## src/rtl/fpalu_addsub_pipe_if.sv

```systemverilog
// Handshake and operand/result bus for the fpalu_addsub_pipe adder.
// master: the side that supplies operands and consumes results.
// slave:  the adder itself.
interface fpalu_addsub_pipe_if #(
  parameter int EXP_W = 8,
  parameter int MAN_W = 23
);
  localparam int W = 1 + EXP_W + MAN_W;

  logic         in_valid;
  logic         in_ready;
  logic [W-1:0] a_in;
  logic [W-1:0] b_in;
  logic         op;
  logic         out_valid;
  logic         out_ready;
  logic [W-1:0] sum;
  logic         ovf;
  logic         unf;
  logic         inx;

  modport master (
    output in_valid, a_in, b_in, op, out_ready,
    input  in_ready, out_valid, sum, ovf, unf, inx
  );

  modport slave (
    input  in_valid, a_in, b_in, op, out_ready,
    output in_ready, out_valid, sum, ovf, unf, inx
  );
endinterface

```

## src/rtl/fpalu_addsub_pipe.sv

```systemverilog
// Three-stage floating-point add/subtract pipeline.
//   S1 unpack, order by magnitude, align smaller operand (guard/round/sticky kept)
//   S2 add or subtract significands, count leading zeros
//   S3 normalise, round, pack, raise ovf/unf/inx
// Denormal inputs are flushed to zero. A single global stall freezes every
// stage while a result waits on out_ready.
// Optional feature: define FPALU_ADDSUB_RNE_EN for round-to-nearest-even;
// without it S3 truncates toward zero.
module fpalu_addsub_pipe #(
  parameter int EXP_W = 8,
  parameter int MAN_W = 23
) (
  input logic                clk,
  input logic                rst,
  fpalu_addsub_pipe_if.slave bus
);

  localparam int W   = 1 + EXP_W + MAN_W;
  localparam int SW  = MAN_W + 4;                      // hidden + fraction + G/R/S
  localparam int LZW = $clog2(MAN_W + 5);
  localparam int EW  = ((EXP_W > LZW) ? EXP_W : LZW) + 2; // room for sign and carry
  localparam logic [EXP_W-1:0] EXP_MAX = '1;
  localparam logic [W-1:0]     QNAN    = {1'b0, {EXP_W{1'b1}}, 1'b1, {(MAN_W-1){1'b0}}};

  logic advance;
  logic out_valid_q;

  assign advance      = !out_valid_q || bus.out_ready;
  assign bus.in_ready = advance;

  // ---------------- S1: unpack / swap / align ----------------
  logic             a_sign, b_sign_raw, b_sign;
  logic [EXP_W-1:0] a_exp, b_exp;
  logic [MAN_W-1:0] a_frac, b_frac;

  assign {a_sign, a_exp, a_frac}     = bus.a_in;
  assign {b_sign_raw, b_exp, b_frac} = bus.b_in;
  assign b_sign = b_sign_raw ^ bus.op;

  logic             a_nan, b_nan, a_inf, b_inf;
  logic [MAN_W:0]   a_sig, b_sig, l_sig, s_sig;
  logic [EXP_W-1:0] l_exp, s_exp, exp_diff;
  logic             swap, l_sign;
  logic [SW-1:0]    s_ext, s_al;
  logic             spec;
  logic [W-1:0]     spec_val;

  // Classify operands, pick the larger magnitude and shift the smaller into place.
  always_comb begin
    a_nan = (a_exp == EXP_MAX) && (a_frac != '0);
    b_nan = (b_exp == EXP_MAX) && (b_frac != '0);
    a_inf = (a_exp == EXP_MAX) && (a_frac == '0);
    b_inf = (b_exp == EXP_MAX) && (b_frac == '0);
    a_sig = (a_exp == '0) ? '0 : {1'b1, a_frac};
    b_sig = (b_exp == '0) ? '0 : {1'b1, b_frac};

    swap   = {b_exp, b_sig} > {a_exp, a_sig};
    l_sign = swap ? b_sign : a_sign;
    l_exp  = swap ? b_exp  : a_exp;
    l_sig  = swap ? b_sig  : a_sig;
    s_exp  = swap ? a_exp  : b_exp;
    s_sig  = swap ? a_sig  : b_sig;

    exp_diff = l_exp - s_exp;
    s_ext    = {s_sig, 3'b000};
    if (int'(exp_diff) >= MAN_W + 3)
      s_al = {{(SW-1){1'b0}}, |s_ext};
    else
      s_al = (s_ext >> exp_diff) |
             {{(SW-1){1'b0}}, |(s_ext & ~({SW{1'b1}} << exp_diff))};

    spec = a_nan || b_nan || a_inf || b_inf;
    if (a_nan || b_nan || (a_inf && b_inf && (a_sign != b_sign)))
      spec_val = QNAN;
    else if (a_inf)
      spec_val = {a_sign, EXP_MAX, {MAN_W{1'b0}}};
    else
      spec_val = {b_sign, EXP_MAX, {MAN_W{1'b0}}};
  end

  logic             s1_valid, s1_sign, s1_sub, s1_spec;
  logic [EXP_W-1:0] s1_exp;
  logic [SW-1:0]    s1_ma, s1_mb;
  logic [W-1:0]     s1_spec_val;

  // S1 pipeline register.
  always_ff @(posedge clk) begin
    if (rst) begin
      s1_valid    <= 1'b0;
      s1_sign     <= 1'b0;
      s1_sub      <= 1'b0;
      s1_spec     <= 1'b0;
      s1_exp      <= '0;
      s1_ma       <= '0;
      s1_mb       <= '0;
      s1_spec_val <= '0;
    end else if (advance) begin
      s1_valid    <= bus.in_valid;
      s1_sign     <= l_sign;
      s1_sub      <= a_sign ^ b_sign;
      s1_spec     <= spec;
      s1_exp      <= l_exp;
      s1_ma       <= {l_sig, 3'b000};
      s1_mb       <= s_al;
      s1_spec_val <= spec_val;
    end
  end

  // ---------------- S2: add/subtract + leading-zero count ----------------
  logic [SW:0]    mag;
  logic [LZW-1:0] lz;
  logic           lz_found, res_sign;

  // The larger operand is always A, so the difference never goes negative.
  always_comb begin
    mag      = s1_sub ? ({1'b0, s1_ma} - {1'b0, s1_mb}) : ({1'b0, s1_ma} + {1'b0, s1_mb});
    lz       = '0;
    lz_found = 1'b0;
    for (int i = SW - 1; i >= 0; i--) begin
      if (!lz_found && mag[i]) begin
        lz_found = 1'b1;
        lz       = LZW'(SW - 1 - i);
      end
    end
    res_sign = (s1_sub && (mag == '0)) ? 1'b0 : s1_sign;
  end

  logic             s2_valid, s2_sign, s2_spec;
  logic [EXP_W-1:0] s2_exp;
  logic [SW:0]      s2_mag;
  logic [LZW-1:0]   s2_lz;
  logic [W-1:0]     s2_spec_val;

  // S2 pipeline register.
  always_ff @(posedge clk) begin
    if (rst) begin
      s2_valid    <= 1'b0;
      s2_sign     <= 1'b0;
      s2_spec     <= 1'b0;
      s2_exp      <= '0;
      s2_mag      <= '0;
      s2_lz       <= '0;
      s2_spec_val <= '0;
    end else if (advance) begin
      s2_valid    <= s1_valid;
      s2_sign     <= res_sign;
      s2_spec     <= s1_spec;
      s2_exp      <= s1_exp;
      s2_mag      <= mag;
      s2_lz       <= lz;
      s2_spec_val <= s1_spec_val;
    end
  end

  // ---------------- S3: normalise / round / pack ----------------
  logic [SW-1:0]    norm;
  logic [EW-1:0]    exp_n, exp_f;
  logic             rnd, lost;
  logic [MAN_W+1:0] man_r;
  logic [MAN_W-1:0] frac_f;
  logic [W-1:0]     res;
  logic             r_ovf, r_unf, r_inx;

  // Normalise, apply rounding, then resolve special, zero, underflow and overflow cases.
  always_comb begin
    if (s2_mag[SW]) begin
      norm  = s2_mag[SW:1] | {{(SW-1){1'b0}}, s2_mag[0]};
      exp_n = EW'(s2_exp) + EW'(1);
    end else begin
      norm  = s2_mag[SW-1:0] << s2_lz;
      exp_n = EW'(s2_exp) - EW'(s2_lz);
    end
    lost = |norm[2:0];
`ifdef FPALU_ADDSUB_RNE_EN
    rnd = norm[2] & (norm[1] | norm[0] | norm[3]);
`else
    rnd = 1'b0;
`endif
    man_r = {1'b0, norm[SW-1:3]} + {{(MAN_W+1){1'b0}}, rnd};
    if (man_r[MAN_W+1]) begin
      frac_f = man_r[MAN_W:1];
      exp_f  = exp_n + EW'(1);
    end else begin
      frac_f = man_r[MAN_W-1:0];
      exp_f  = exp_n;
    end

    res   = '0;
    r_ovf = 1'b0;
    r_unf = 1'b0;
    r_inx = 1'b0;
    if (s2_spec) begin
      res = s2_spec_val;
    end else if (s2_mag == '0) begin
      res = {s2_sign, {(W-1){1'b0}}};
    end else if (exp_n[EW-1] || (exp_n == '0)) begin
      res   = {s2_sign, {(W-1){1'b0}}};
      r_unf = 1'b1;
      r_inx = 1'b1;
    end else if (exp_f >= EW'(EXP_MAX)) begin
      res   = {s2_sign, EXP_MAX, {MAN_W{1'b0}}};
      r_ovf = 1'b1;
      r_inx = 1'b1;
    end else begin
      res   = {s2_sign, exp_f[EXP_W-1:0], frac_f};
      r_inx = lost;
    end
  end

  logic [W-1:0] sum_q;
  logic         ovf_q, unf_q, inx_q;

  // Output register; holds steady while downstream stalls.
  always_ff @(posedge clk) begin
    if (rst) begin
      out_valid_q <= 1'b0;
      sum_q       <= '0;
      ovf_q       <= 1'b0;
      unf_q       <= 1'b0;
      inx_q       <= 1'b0;
    end else if (advance) begin
      out_valid_q <= s2_valid;
      sum_q       <= res;
      ovf_q       <= r_ovf;
      unf_q       <= r_unf;
      inx_q       <= r_inx;
    end
  end

  assign bus.out_valid = out_valid_q;
  assign bus.sum       = sum_q;
  assign bus.ovf       = ovf_q;
  assign bus.unf       = unf_q;
  assign bus.inx       = inx_q;

endmodule
```

## src/flat_wrapper.sv

```systemverilog
// flat-port wrapper written by rule: the top's interface ports become plain ports
module fpalu_addsub_pipe_flat 
#(
  parameter int EXP_W = 8,
  parameter int MAN_W = 23
)
  (clk, rst, bus_in_valid, bus_a_in, bus_b_in, bus_op, bus_out_ready, bus_in_ready, bus_out_valid, bus_sum, bus_ovf, bus_unf, bus_inx);
  fpalu_addsub_pipe_if #(.EXP_W(EXP_W), .MAN_W(MAN_W)) bus_i ();
  input logic clk;
  input logic rst;
  input wire logic [$bits(bus_i.in_valid)-1:0] bus_in_valid;
  input wire logic [$bits(bus_i.a_in)-1:0] bus_a_in;
  input wire logic [$bits(bus_i.b_in)-1:0] bus_b_in;
  input wire logic [$bits(bus_i.op)-1:0] bus_op;
  input wire logic [$bits(bus_i.out_ready)-1:0] bus_out_ready;
  output wire logic [$bits(bus_i.in_ready)-1:0] bus_in_ready;
  output wire logic [$bits(bus_i.out_valid)-1:0] bus_out_valid;
  output wire logic [$bits(bus_i.sum)-1:0] bus_sum;
  output wire logic [$bits(bus_i.ovf)-1:0] bus_ovf;
  output wire logic [$bits(bus_i.unf)-1:0] bus_unf;
  output wire logic [$bits(bus_i.inx)-1:0] bus_inx;
  assign bus_i.in_valid = bus_in_valid;
  assign bus_i.a_in = bus_a_in;
  assign bus_i.b_in = bus_b_in;
  assign bus_i.op = bus_op;
  assign bus_i.out_ready = bus_out_ready;
  assign bus_in_ready = bus_i.in_ready;
  assign bus_out_valid = bus_i.out_valid;
  assign bus_sum = bus_i.sum;
  assign bus_ovf = bus_i.ovf;
  assign bus_unf = bus_i.unf;
  assign bus_inx = bus_i.inx;
  fpalu_addsub_pipe #(.EXP_W(EXP_W), .MAN_W(MAN_W)) u_core (.clk(clk), .rst(rst), .bus(bus_i));
endmodule
```

## config.mk

```make
export PLATFORM = sky130hd
export DESIGN_NAME = fpalu_addsub_pipe_flat
export DESIGN_NICKNAME = d
export VERILOG_FILES = /design/src/rtl/fpalu_addsub_pipe_if.sv /design/src/rtl/fpalu_addsub_pipe.sv /design/src/flat_wrapper.sv
export SDC_FILE = /design/constraint.sdc
export NUM_CORES = 1
export LEC_CHECK = 0
export BUFFER_PORTS_ARGS = -buffer_cell sky130_fd_sc_hd__buf_2
export CORE_UTILIZATION = 60
export CTS_BUF_LIST = sky130_fd_sc_hd__clkbuf_16
export DETAILED_ROUTE_END_ITERATION = 8
export HOLD_SLACK_MARGIN = 0.02
export PLACE_DENSITY = 0.85
export SYNTH_ARGS = -nofsm -noshare
export SYNTH_HDL_FRONTEND = slang
export SYNTH_SLANG_ARGS = --single-unit
```

## constraint.sdc

```tcl
create_clock -name clk -period 8.36 [get_ports clk]
set_input_delay 1.254 -clock clk [delete_from_list [all_inputs] [get_ports clk]]
set_output_delay 1.254 -clock clk [all_outputs]
set_load 0.005 [all_outputs]
```

==> results of run 1 <==
==> cell type report <==
| class | count | area [um2] |
|---|---|---|
| clock buffer | 17 | 425.4 |
| clock inverter | 15 | 212.7 |
| fill | 2136 | 7971 |
| inverter | 111 | 421.7 |
| multi-input combinational | 1572 | 10330 |
| sequential | 149 | 2983 |
| tap | 319 | 399.1 |
| timing repair buffer | 123 | 663.1 |
==> worst max-delay path, cell delays in order <==
cell and delay [ps]:
buf_2 150, nor4_1 300, nand2_1 590, and2_0 470, ha_1 330, nand4_1 180
nor4_1 360, nor2b_1 220, o31a_1 380, nor2_4 50, mux2i_1 130, ha_1 280
a21o_1 230, nor3_1 260, a211oi_2 100, o311ai_0 380, o221ai_1 180, buf_4 230
or2_0 210, buf_4 170, or4_1 650, nor4_1 360, a211o_1 140
==> flip-flops by register name, indices dropped and copies added (netlist names), 3 cells and up <==
name,flops
u_core.bus.sum,32
u_core.s1_exp,8
u_core.s1_ma,24
u_core.s1_mb,27
u_core.s1_spec_val,3
u_core.s2_exp,8
u_core.s2_lz,5
u_core.s2_mag,28
u_core.s2_spec_val,3
==> power breakdown <==
group	switching [mW]	internal [mW]
clock network	0.367	0.461
registers	0.0783	0.785
logic	0.840	0.524
==> cell usage after synthesis, drive strengths merged (10+ instances only) <==
cell type	n
or3	14
mux2	18
dfxtp	149
buf	25
clkbuf	112
nand2	242
o31ai	15
nor2	252
mux2i	74
o21ai	82
nand4	22
a21o	20
xnor2	26
a2111oi	11
a211oi	52
mux4	24
nor2b	19
or2	12
inv	109
o21bai	10
a22oi	40
ha	88
o21a	18
xor2	10
a21oi	166
o22ai	17
o211ai	22
nor3	62
a311oi	18
nand3	28
nor4	39
a31oi	15
and2	10
a22o	19
==> cell families (layout without fill, tap and decap cells) <==
family,after synthesis,in the layout
AO/OA/AOI/OAI,584,584
buffers and inverters,248,266
flip-flops,149,149
adder cells (fa/ha/maj),90,90
AND/OR/NAND/NOR,746,746
XOR/XNOR,36,36
multiplexers,116,116
==> per-stage QoR <==
stage | hold slack, ps | instances | setup WS (ps) | power, mW | area (um2)
floorplan | 431.5 | 1969 | 984.0 | 1.840 | 14270
global placement | 440.9 | 2274 | 1024 | 2.170 | 14790
detailed placement | 445.5 | 2274 | 801.1 | 2.189 | 14790
CTS | 456.1 | 2306 | 1210 | 3.019 | 15430
global route | 466.9 | 2306 | 569.1 | 3.220 | 15430
finish | 452.9 | 2306 | 1107 | 3.056 | 15430
==> per-layer routing <==
layer | vias up | share of wire, % | track usage, %
li1 | 7226 | - | -
met1 | 7185 | 44 | 51.36
met5 | - | 0 | 0
met2 | 805 | 44 | 58.69
met3 | 148 | 8.4 | 5.982
met4 | 0 | 3.7 | 15.69
==> worst paths after layout <==
path,startpoint,end,slack [ps],cells after the start
setup / recovery,bus_b_in[28],u_core.s1_mb[6],1110,23
hold reg to reg,u_core.s2_spec_val[30],u_core.s2_spec_val[30],450,2
setup reg to reg,u_core.s2_lz[2],u_core.bus.sum[8],2990,14
hold / removal,u_core.s2_spec_val[30],u_core.s2_spec_val[30],450,2
==> flow_metrics.env, run 1 <==
export IMPL_via_per_inst=6.663
export IMPL_clockRootBuffer="clkbuf_16"
export IMPL_skew_ps=24.16
export IMPL_postRouteWirelength_um=45750
export IMPL_critPathKind="primary input to flip-flop"
export IMPL_worst_pin_slew_ps=1163
export IMPL_layout_commonest_cell="nor2_1"
export IMPL_synthesis_area_mm2=0.01427
export IMPL_areaGrowthSynthToFinish_pct=8.136
export IMPL_yosysTopAreaCell="dfxtp_1"
export IMPL_syn_avg_cell_area_um2=7.247
export IMPL_synth_area_top_cells="dfxtp_1 21%, ha_1 7.7%, nor2_1 6.6%"
export IMPL_postLayoutCoreUtil_pct=65.94
export IMPL_chipWidth_um=156.2
export IMPL_leakagePower_nw=6.535
export IMPL_grtUsageTotal_pct=37.59
export IMPL_grt_pass1_wl_um=73230
export IMPL_maxCapViolCount=0
export IMPL_post_cts_buffers=0
export IMPL_synth_compound_area_share_pct=27.67
export IMPL_grt_max_degree=96
export IMPL_insertion_delay_ps=440
export IMPL_fin_nets=2133
export IMPL_mostFrequentLayoutCells="251 x nor2_1, 241 x nand2_1, 166 x a21oi_1"
export IMPL_synth_xor_area_share_pct=2.210
export IMPL_post_route_drc_count=0
export IMPL_synthAdderAreaFrac_pct=7.996
export IMPL_netlist_area_leader_share_pct=20.90
export IMPL_core_rowCount=56
export IMPL_drv_slew=0
export IMPL_synth_mux_area_share_pct=10.43
export IMPL_synth_nets=2128
export IMPL_ir_drop_v=0.0001237
export IMPL_clock_sinks=149
export IMPL_hpwl_um=34050
export IMPL_ys_warnings_count=0
export IMPL_hp_class="flip-flop to flip-flop"
export IMPL_core_area_mm2=0.02340
export IMPL_cts_tree="done"
export IMPL_synth_edf_count=0
export IMPL_critPathArrivalTime_ps=7620
export IMPL_yosys_area_share_simple_pct=23.97
export IMPL_clockBufferDepth=2
export IMPL_report_final_setup_viol=0
export IMPL_post_cts_resized=0
export IMPL_drive_gt1_share_pct=11.73
export IMPL_first_iter_violations=1991
export IMPL_postRouteAntennaNets=0
export IMPL_cts_made_buffers=17
export IMPL_wire_per_inst_um=19.84
export IMPL_dr_pass1_iters=6
export IMPL_ys_seq_elements=149
export IMPL_ys_async_sr_fraction_pct=0
export IMPL_period_needed_ps=7253
export IMPL_die_h_um=156.2
export IMPL_endpoint_kind="flip-flop"
export IMPL_tns_ps=0
export IMPL_dominantRegCellSynth="dfxtp_1"
export IMPL_synth_top_family_by_area="compound AO/OA/AOI/OAI gates"
export IMPL_clk_pin_slew_ps=80
export IMPL_cts_hold_buf=0
export IMPL_io_pin_count=106
export IMPL_max_slew_margin_pct=20.46
export IMPL_io_buffers=105
export IMPL_diodes=0
export IMPL_finalCritPeriodShare_pct=86.76
export IMPL_gp_congestion=0.9734
export IMPL_status="completed"
export IMPL_initial_core_util_pct=60.98
export IMPL_setup_worst_path_start_class="primary input"
export IMPL_overflow=0
export IMPL_seq_area_frac_synth_pct=20.90
export IMPL_yosysUniqueCellTypes=95
export IMPL_first_global_vias=13820
export IMPL_hold_violations=0
export IMPL_die_area_mm2=0.02440
export IMPL_power_density_mw_per_mm2=198.1
export IMPL_routed_via_count=15360
export IMPL_fmaxAchievable_ghz=0.1379
export IMPL_rsz0062_at_grt="false"
export IMPL_cp_max_fo=26
export IMPL_antenna_found_initial=0
export IMPL_htreeDepth=4
export IMPL_syn_inst=1969
export IMPL_cp_required_ps=8730
No activity file was read; power rests on OpenSTA's default activity.
==> run 2, diff against run 1 <==
--- a/config.mk
+++ b/config.mk
@@ -6,11 +6,11 @@
 export NUM_CORES = 1
 export LEC_CHECK = 0
 export BUFFER_PORTS_ARGS = -buffer_cell sky130_fd_sc_hd__buf_2
-export CORE_UTILIZATION = 60
+export CORE_UTILIZATION = 25
 export CTS_BUF_LIST = sky130_fd_sc_hd__clkbuf_16
 export DETAILED_ROUTE_END_ITERATION = 8
 export HOLD_SLACK_MARGIN = 0.02
-export PLACE_DENSITY = 0.85
+export PLACE_DENSITY = 0.45
 export SYNTH_ARGS = -nofsm -noshare
 export SYNTH_HDL_FRONTEND = slang
 export SYNTH_SLANG_ARGS = --single-unit
==> run 2 against run 1 <==
Clock skew is 15 ps lower; core utilization shrank 38 points; die area grew 140%; register-to-register slack worse by 220 ps; count of clock-buffer cells in the layout did not move; worst setup slack better by 180 ps; via count shrank 3.0%.
==> flow_metrics.env, run 2 (synthesis results as in run 1) <==
export IMPL_postRouteAntennaNets=0
export IMPL_largest_reg_flops=32
export IMPL_cts_tree="done"
export IMPL_endpoint_kind="flip-flop"
export IMPL_routed_via_count=14900
export IMPL_power_density_mw_per_mm2=191.9
export IMPL_critPathKind="primary input to flip-flop"
export IMPL_max_slew_margin_pct=16.23
export IMPL_max_stage_delay_ps=670
export IMPL_slowest_stage="nand2_1"
export IMPL_clockRootBuffer="clkbuf_16"
export IMPL_ir_drop_v=0.0001588
export IMPL_dr_pass1_iters=7
export IMPL_skew_ps=9.054
export IMPL_finalCritPeriodShare_pct=84.66
export IMPL_die_h_um=240.9
export IMPL_grt_max_degree=91
export IMPL_tns_ps=0
export IMPL_status="completed"
export IMPL_post_cts_resized=0
export IMPL_crit_chain="buf_2 > nor4_1 > nand2_1 > nand2_1 > ha_1 > nand4_1 > a211oi_1 > o31a_1 > nor2_4 > mux2i_1 > ha_1 > a21o_1 > a2111oi_0 > a311oi_1 > a211oi_1 > o21ai_1 > o211ai_1 > a2111oi_0 > and4_1 > a2111oi_0"
export IMPL_maxCapViolCount=0
export IMPL_diodes=0
export IMPL_die_area_mm2=0.05804
export IMPL_clk_pin_slew_ps=70
export IMPL_areaGrowthSynthToFinish_pct=12.06
export IMPL_overflow=0
export IMPL_fin_nets=2139
export IMPL_nFillCells=6347
export IMPL_via_per_inst=5.421
export IMPL_initial_core_util_pct=25.31
export IMPL_core_area_mm2=0.05639
export IMPL_hp_class="flip-flop to flip-flop"
export IMPL_core_rowCount=87
export IMPL_drive_gt1_share_pct=12.04
export IMPL_clock_sinks=149
export IMPL_gp_congestion=0.9093
export IMPL_io_buffers=105
export IMPL_fin_ws_ps=1283
export IMPL_hold_violations=0
export IMPL_post_cts_buffers=0
export IMPL_antenna_found_initial=0
export IMPL_htreeDepth=4
export IMPL_mostFrequentLayoutCells="251 x nor2_1, 241 x nand2_1, 166 x a21oi_1"
export IMPL_cp_max_fo=26
export IMPL_cts_hold_buf=0
export IMPL_setup_worst_path_start_class="primary input"
export IMPL_grtUsageTotal_pct=18.60
export IMPL_hpwl_um=41540
export IMPL_io_pin_count=106
export IMPL_post_route_drc_count=0
export IMPL_drv_slew=0
export IMPL_rsz0062_at_grt="false"
export IMPL_dp_slack_ps=968.3
export IMPL_first_iter_violations=1221
export IMPL_holdWs_ps=452.5
export IMPL_chipWidth_um=240.9
export IMPL_cts_made_buffers=17
export IMPL_leakagePower_nw=6.550
export IMPL_critPathArrivalTime_ps=7410
export IMPL_fmaxAchievable_ghz=0.1413
export IMPL_insertion_delay_ps=460
export IMPL_crit_top_cell="a2111oi_0"
export IMPL_grt_pass1_wl_um=83570
export IMPL_report_final_setup_viol=0
export IMPL_postRouteWirelength_um=53720
export IMPL_finalPower_mw=3.069
export IMPL_wire_per_inst_um=19.54
export IMPL_period_needed_ps=7077
export IMPL_worst_pin_slew_ps=1256
export IMPL_clockBufferDepth=2
export IMPL_cp_required_ps=8690
export IMPL_layout_commonest_cell="nor2_1"
export IMPL_first_global_vias=13890
-- run 2: worst paths after layout --
path	end	cells past startpoint	start	slack, ps
worst max-delay path	u_core.s1_mb[0]	20	bus_a_in[27]	1280
worst min-delay path	u_core.s2_spec_val[30]	2	u_core.s2_spec_val[30]	450
worst max register to register	u_core.bus.sum[21]	14	u_core.s2_lz[2]	2770
worst min register to register	u_core.s2_spec_val[30]	2	u_core.s2_spec_val[30]	450
-- run 2: layer usage --
| metal | wire length (um) | part of all wire, % | GRT usage (%) | vias to the layer above |
|---|---|---|---|---|
| met2 | 24060 | 45 | 29.28 | 424 |
| met4 | 1082 | 2.0 | 5.313 | 0 |
| li1 | - | - | - | 7252 |
| met3 | 2476 | 4.6 | 2.459 | 63 |
| met5 | 0 | 0 | 0 | - |
| met1 | 26110 | 49 | 26.28 | 7164 |
-- run 2: through the flow --
stage | util, % | cells | cell area (um2)
3_3_place_gp | 27.29 | 2717 | 15390
5_1_grt | 28.36 | 2749 | 15990
4_1_cts | 28.36 | 2749 | 15990
6_report | 28.36 | 2749 | 15990
2_1_floorplan | - | 1969 | 14270
3_5_place_dp | 27.29 | 2717 | 15390
-- run 2: critical path: cells and delay by family --
family,cells,cell delay (ps)
AOI/OAI and AO/OA,10,3470
and+or+nand+nor,6,1900
adders and majority gates,2,480
buffers and inverters,1,130
muxes,1,120
-- run 2: where the power goes --
part	switching [mW]	internal, mW	total [mW]
registers	0.0803	0.785	0.866
clock network	0.378	0.428	0.806
logic	0.869	0.528	1.40
-- run 2: area by class of cell --
cell class | count | area [um2] | share of cell area [%]
Clock buffer | 17 | 425.4 | 2.660
Clock inverter | 15 | 180.2 | 1.127
Tap cell | 756 | 945.9 | 5.915
Sequential cell | 149 | 2984 | 18.66
Inverter | 111 | 421.7 | 2.637
Timing Repair Buffer | 129 | 708.2 | 4.428
Multi-Input combinational cell | 1572 | 10330 | 64.57
==> run 3, diff against run 2 <==
--- a/config.mk
+++ b/config.mk
@@ -5,12 +5,13 @@
 export SDC_FILE = /design/constraint.sdc
 export NUM_CORES = 1
 export LEC_CHECK = 0
+export ABC_AREA = 1
 export BUFFER_PORTS_ARGS = -buffer_cell sky130_fd_sc_hd__buf_2
 export CORE_UTILIZATION = 25
 export CTS_BUF_LIST = sky130_fd_sc_hd__clkbuf_16
 export DETAILED_ROUTE_END_ITERATION = 8
 export HOLD_SLACK_MARGIN = 0.02
-export PLACE_DENSITY = 0.45
+export PLACE_DENSITY = 0.46
 export SYNTH_ARGS = -nofsm -noshare
 export SYNTH_HDL_FRONTEND = slang
 export SYNTH_SLANG_ARGS = --single-unit
==> constraint.sdc (replaced) <==
create_clock -name clk -period 6.4 [get_ports clk]
set_input_delay 0.96 -clock clk [delete_from_list [all_inputs] [get_ports clk]]
set_output_delay 0.96 -clock clk [all_outputs]
set_load 0.005 [all_outputs]
==> run 3 against run 2 <==
Non-clock buffer count up 7; worst setup slack worse by 740 ps; clock skew grew 12 ps; via count up 14%; core utilization up 0.31 points; hold slack gained 15 ps; register-to-register slack got worse by 880 ps; critical path depth grew 18; count of clock-buffer cells in the layout unchanged; design area grew 4.2%; flip-flop and latch count stayed put; global-route usage increased by 2.1 points; largest power group unchanged; highest routed layer unchanged.
==> flow_metrics.env, run 3 <==
export IMPL_fin_nets=2726
export IMPL_clk_pin_slew_ps=70
export IMPL_post_route_drc_count=0
export IMPL_critPathKind="primary input to flip-flop"
export IMPL_slowest_stage="nor3_1"
export IMPL_first_iter_violations=1514
export IMPL_ys_warnings_count=0
export IMPL_worst_pin_slew_ps=1003
export IMPL_seq_area_frac_synth_pct=20.12
export IMPL_r2r_start="u_core.s2_lz[2]"
export IMPL_postLayoutCoreUtil_pct=28.67
export IMPL_skew_ps=21.35
export IMPL_dominantRegCellSynth="dfxtp_1"
export IMPL_areaGrowthSynthToFinish_pct=12.43
export IMPL_rsz0062_at_grt="false"
export IMPL_hold_path_startpoint="u_core.bus.unf"
export IMPL_syn_avg_cell_area_um2=5.850
export IMPL_die_h_um=245.5
export IMPL_cp_startpoint="bus_a_in[29]"
export IMPL_period_needed_ps=5855
export IMPL_clockBufferDepth=2
export IMPL_synth_edf_count=0
export IMPL_status="completed"
export IMPL_core_rowCount=88
export IMPL_via_per_inst=5.077
export IMPL_maxCapViolCount=0
export IMPL_netlist_area_leader_share_pct=20.12
export IMPL_synth_area_top_cells="dfxtp_1 20%, nand2_1 16%, inv_1 8.6%"
export IMPL_mostFrequentLayoutCells="642 x nand2_1, 340 x inv_1, 250 x nor2_1"
export IMPL_cts_hold_buf=0
export IMPL_dpl_cell_area_mm2=0.01608
export IMPL_grtUsageTotal_pct=20.75
export IMPL_critPathArrivalTime_ps=6200
export IMPL_antenna_found_initial=0
export IMPL_insertion_delay_ps=460
export IMPL_grt_pass1_wl_um=96430
export IMPL_ys_async_sr_fraction_pct=0
export IMPL_cp_max_fo=36
export IMPL_hpwl_um=50340
export IMPL_io_buffers=105
export IMPL_io_pin_count=106
export IMPL_clock_sinks=149
export IMPL_cp_required_ps=6750
export IMPL_setup_worst_path_start_class="primary input"
export IMPL_yosysTopAreaCell="dfxtp_1"
export IMPL_initial_core_util_pct=25.50
export IMPL_chipWidth_um=245.5
export IMPL_dr_pass1_iters=6
export IMPL_wire_per_inst_um=18.79
export IMPL_synthesis_area_mm2=0.01482
export IMPL_max_slew_margin_pct=32.50
export IMPL_holdWs_ps=467.1
export IMPL_die_area_mm2=0.06027
export IMPL_largest_reg_flops=32
export IMPL_dp_cells=3313
export IMPL_crit_top_cell="nand2_1"
export IMPL_core_area_mm2=0.05814
export IMPL_postRouteAntennaNets=0
export IMPL_first_global_vias=16170
export IMPL_report_final_setup_viol=0
export IMPL_drive_gt1_share_pct=8.372
export IMPL_synth_nets=2693
export IMPL_fin_ws_ps=545.4
export IMPL_final_area_mm2=0.01667
export IMPL_fmaxAchievable_ghz=0.1708
export IMPL_post_cts_resized=0
export IMPL_cts_made_buffers=17
export IMPL_postRouteWirelength_um=62840
export IMPL_hp_class="flip-flop to flip-flop"
export IMPL_leakagePower_nw=8.022
export IMPL_gp_congestion=0.9720
export IMPL_diodes=0
export IMPL_post_cts_buffers=0
export IMPL_syn_inst=2534
export IMPL_power_density_mw_per_mm2=264.3
export IMPL_layout_commonest_cell="nand2_1"
export IMPL_ys_seq_elements=149
export IMPL_stdcell_count=3345
export IMPL_ir_drop_v=0.0002213
export IMPL_routed_via_count=16980
export IMPL_cts_tree="done"
export IMPL_finalCritPeriodShare_pct=91.48
export IMPL_yosysMostFrequentCell="nand2_1"
export IMPL_clockRootBuffer="clkbuf_16"
export IMPL_max_stage_delay_ps=550
export IMPL_drv_slew=0
export IMPL_htreeDepth=4
export IMPL_netlist_top_cells_count="642 x nand2_1, 340 x inv_1, 252 x nor2_1, 236 x o21ai_0, 186 x a21oi_1"
export IMPL_yosysUniqueCellTypes=59
export IMPL_finalPower_mw=4.405
export IMPL_dp_slack_ps=170.0
export IMPL_grt_max_degree=132
export IMPL_overflow=0
export IMPL_hold_violations=0
export IMPL_tns_ps=0
export IMPL_endpoint_kind="flip-flop"
==> run 3: area by class of cell <==
class	count	area, um2
sequential	149	2983
fill	6639	41470
inverter	347	1304
timing repair buffer	136	795.8
clock buffer	17	425.4
clock inverter	15	162.7
tap	765	957.2
multi-input combinational	1916	10040
==> run 3: where the power goes <==
| part | internal (mW) | switching (mW) | leakage (nW) |
|---|---|---|---|
| registers | 1.05 | 0.119 | 1.22 |
| logic | 0.689 | 1.52 | 6.51 |
| clock network | 0.553 | 0.478 | 0.287 |
==> run 3: worst paths after layout <==
path	to	slack, ps	depth (start not counted)
setup / recovery	u_core.s1_mb[0]	550	38
hold / removal	u_core.bus.unf	470	2
setup reg to reg	u_core.bus.sum[30]	1890	16
hold reg to reg	u_core.bus.unf	470	2
==> run 3: worst max-delay path, delay by kind of cell <==
family                     cells  cell delay, ps
adders and majority gates      2             570
buffers and inverters          7             850
and+or+nand+nor               29            3810
==> run 3: cells by family (layout without fill, tap and decap cells) <==
kind of cell,Yosys count,in the layout,synth area share (%)
simple gates,1176,1176,33.52
buf+inv,469,515,12.27
xor+xnor,28,28,1.781
flops,149,149,20.12
fa+ha+maj,90,90,7.698
compound gates,601,601,23.19
mux,21,21,1.418
==> run 3: routing by layer <==
metal	vias to the layer above	GRT usage (%)	wire length (um)	share of wire (%)
li1	8467	-	-	-
met1	7960	27.82	29560	47
met2	466	34.06	28730	46
met3	90	2.303	2513	4.0
met4	0	7.399	2043	3.3
met5	-	0	0	0
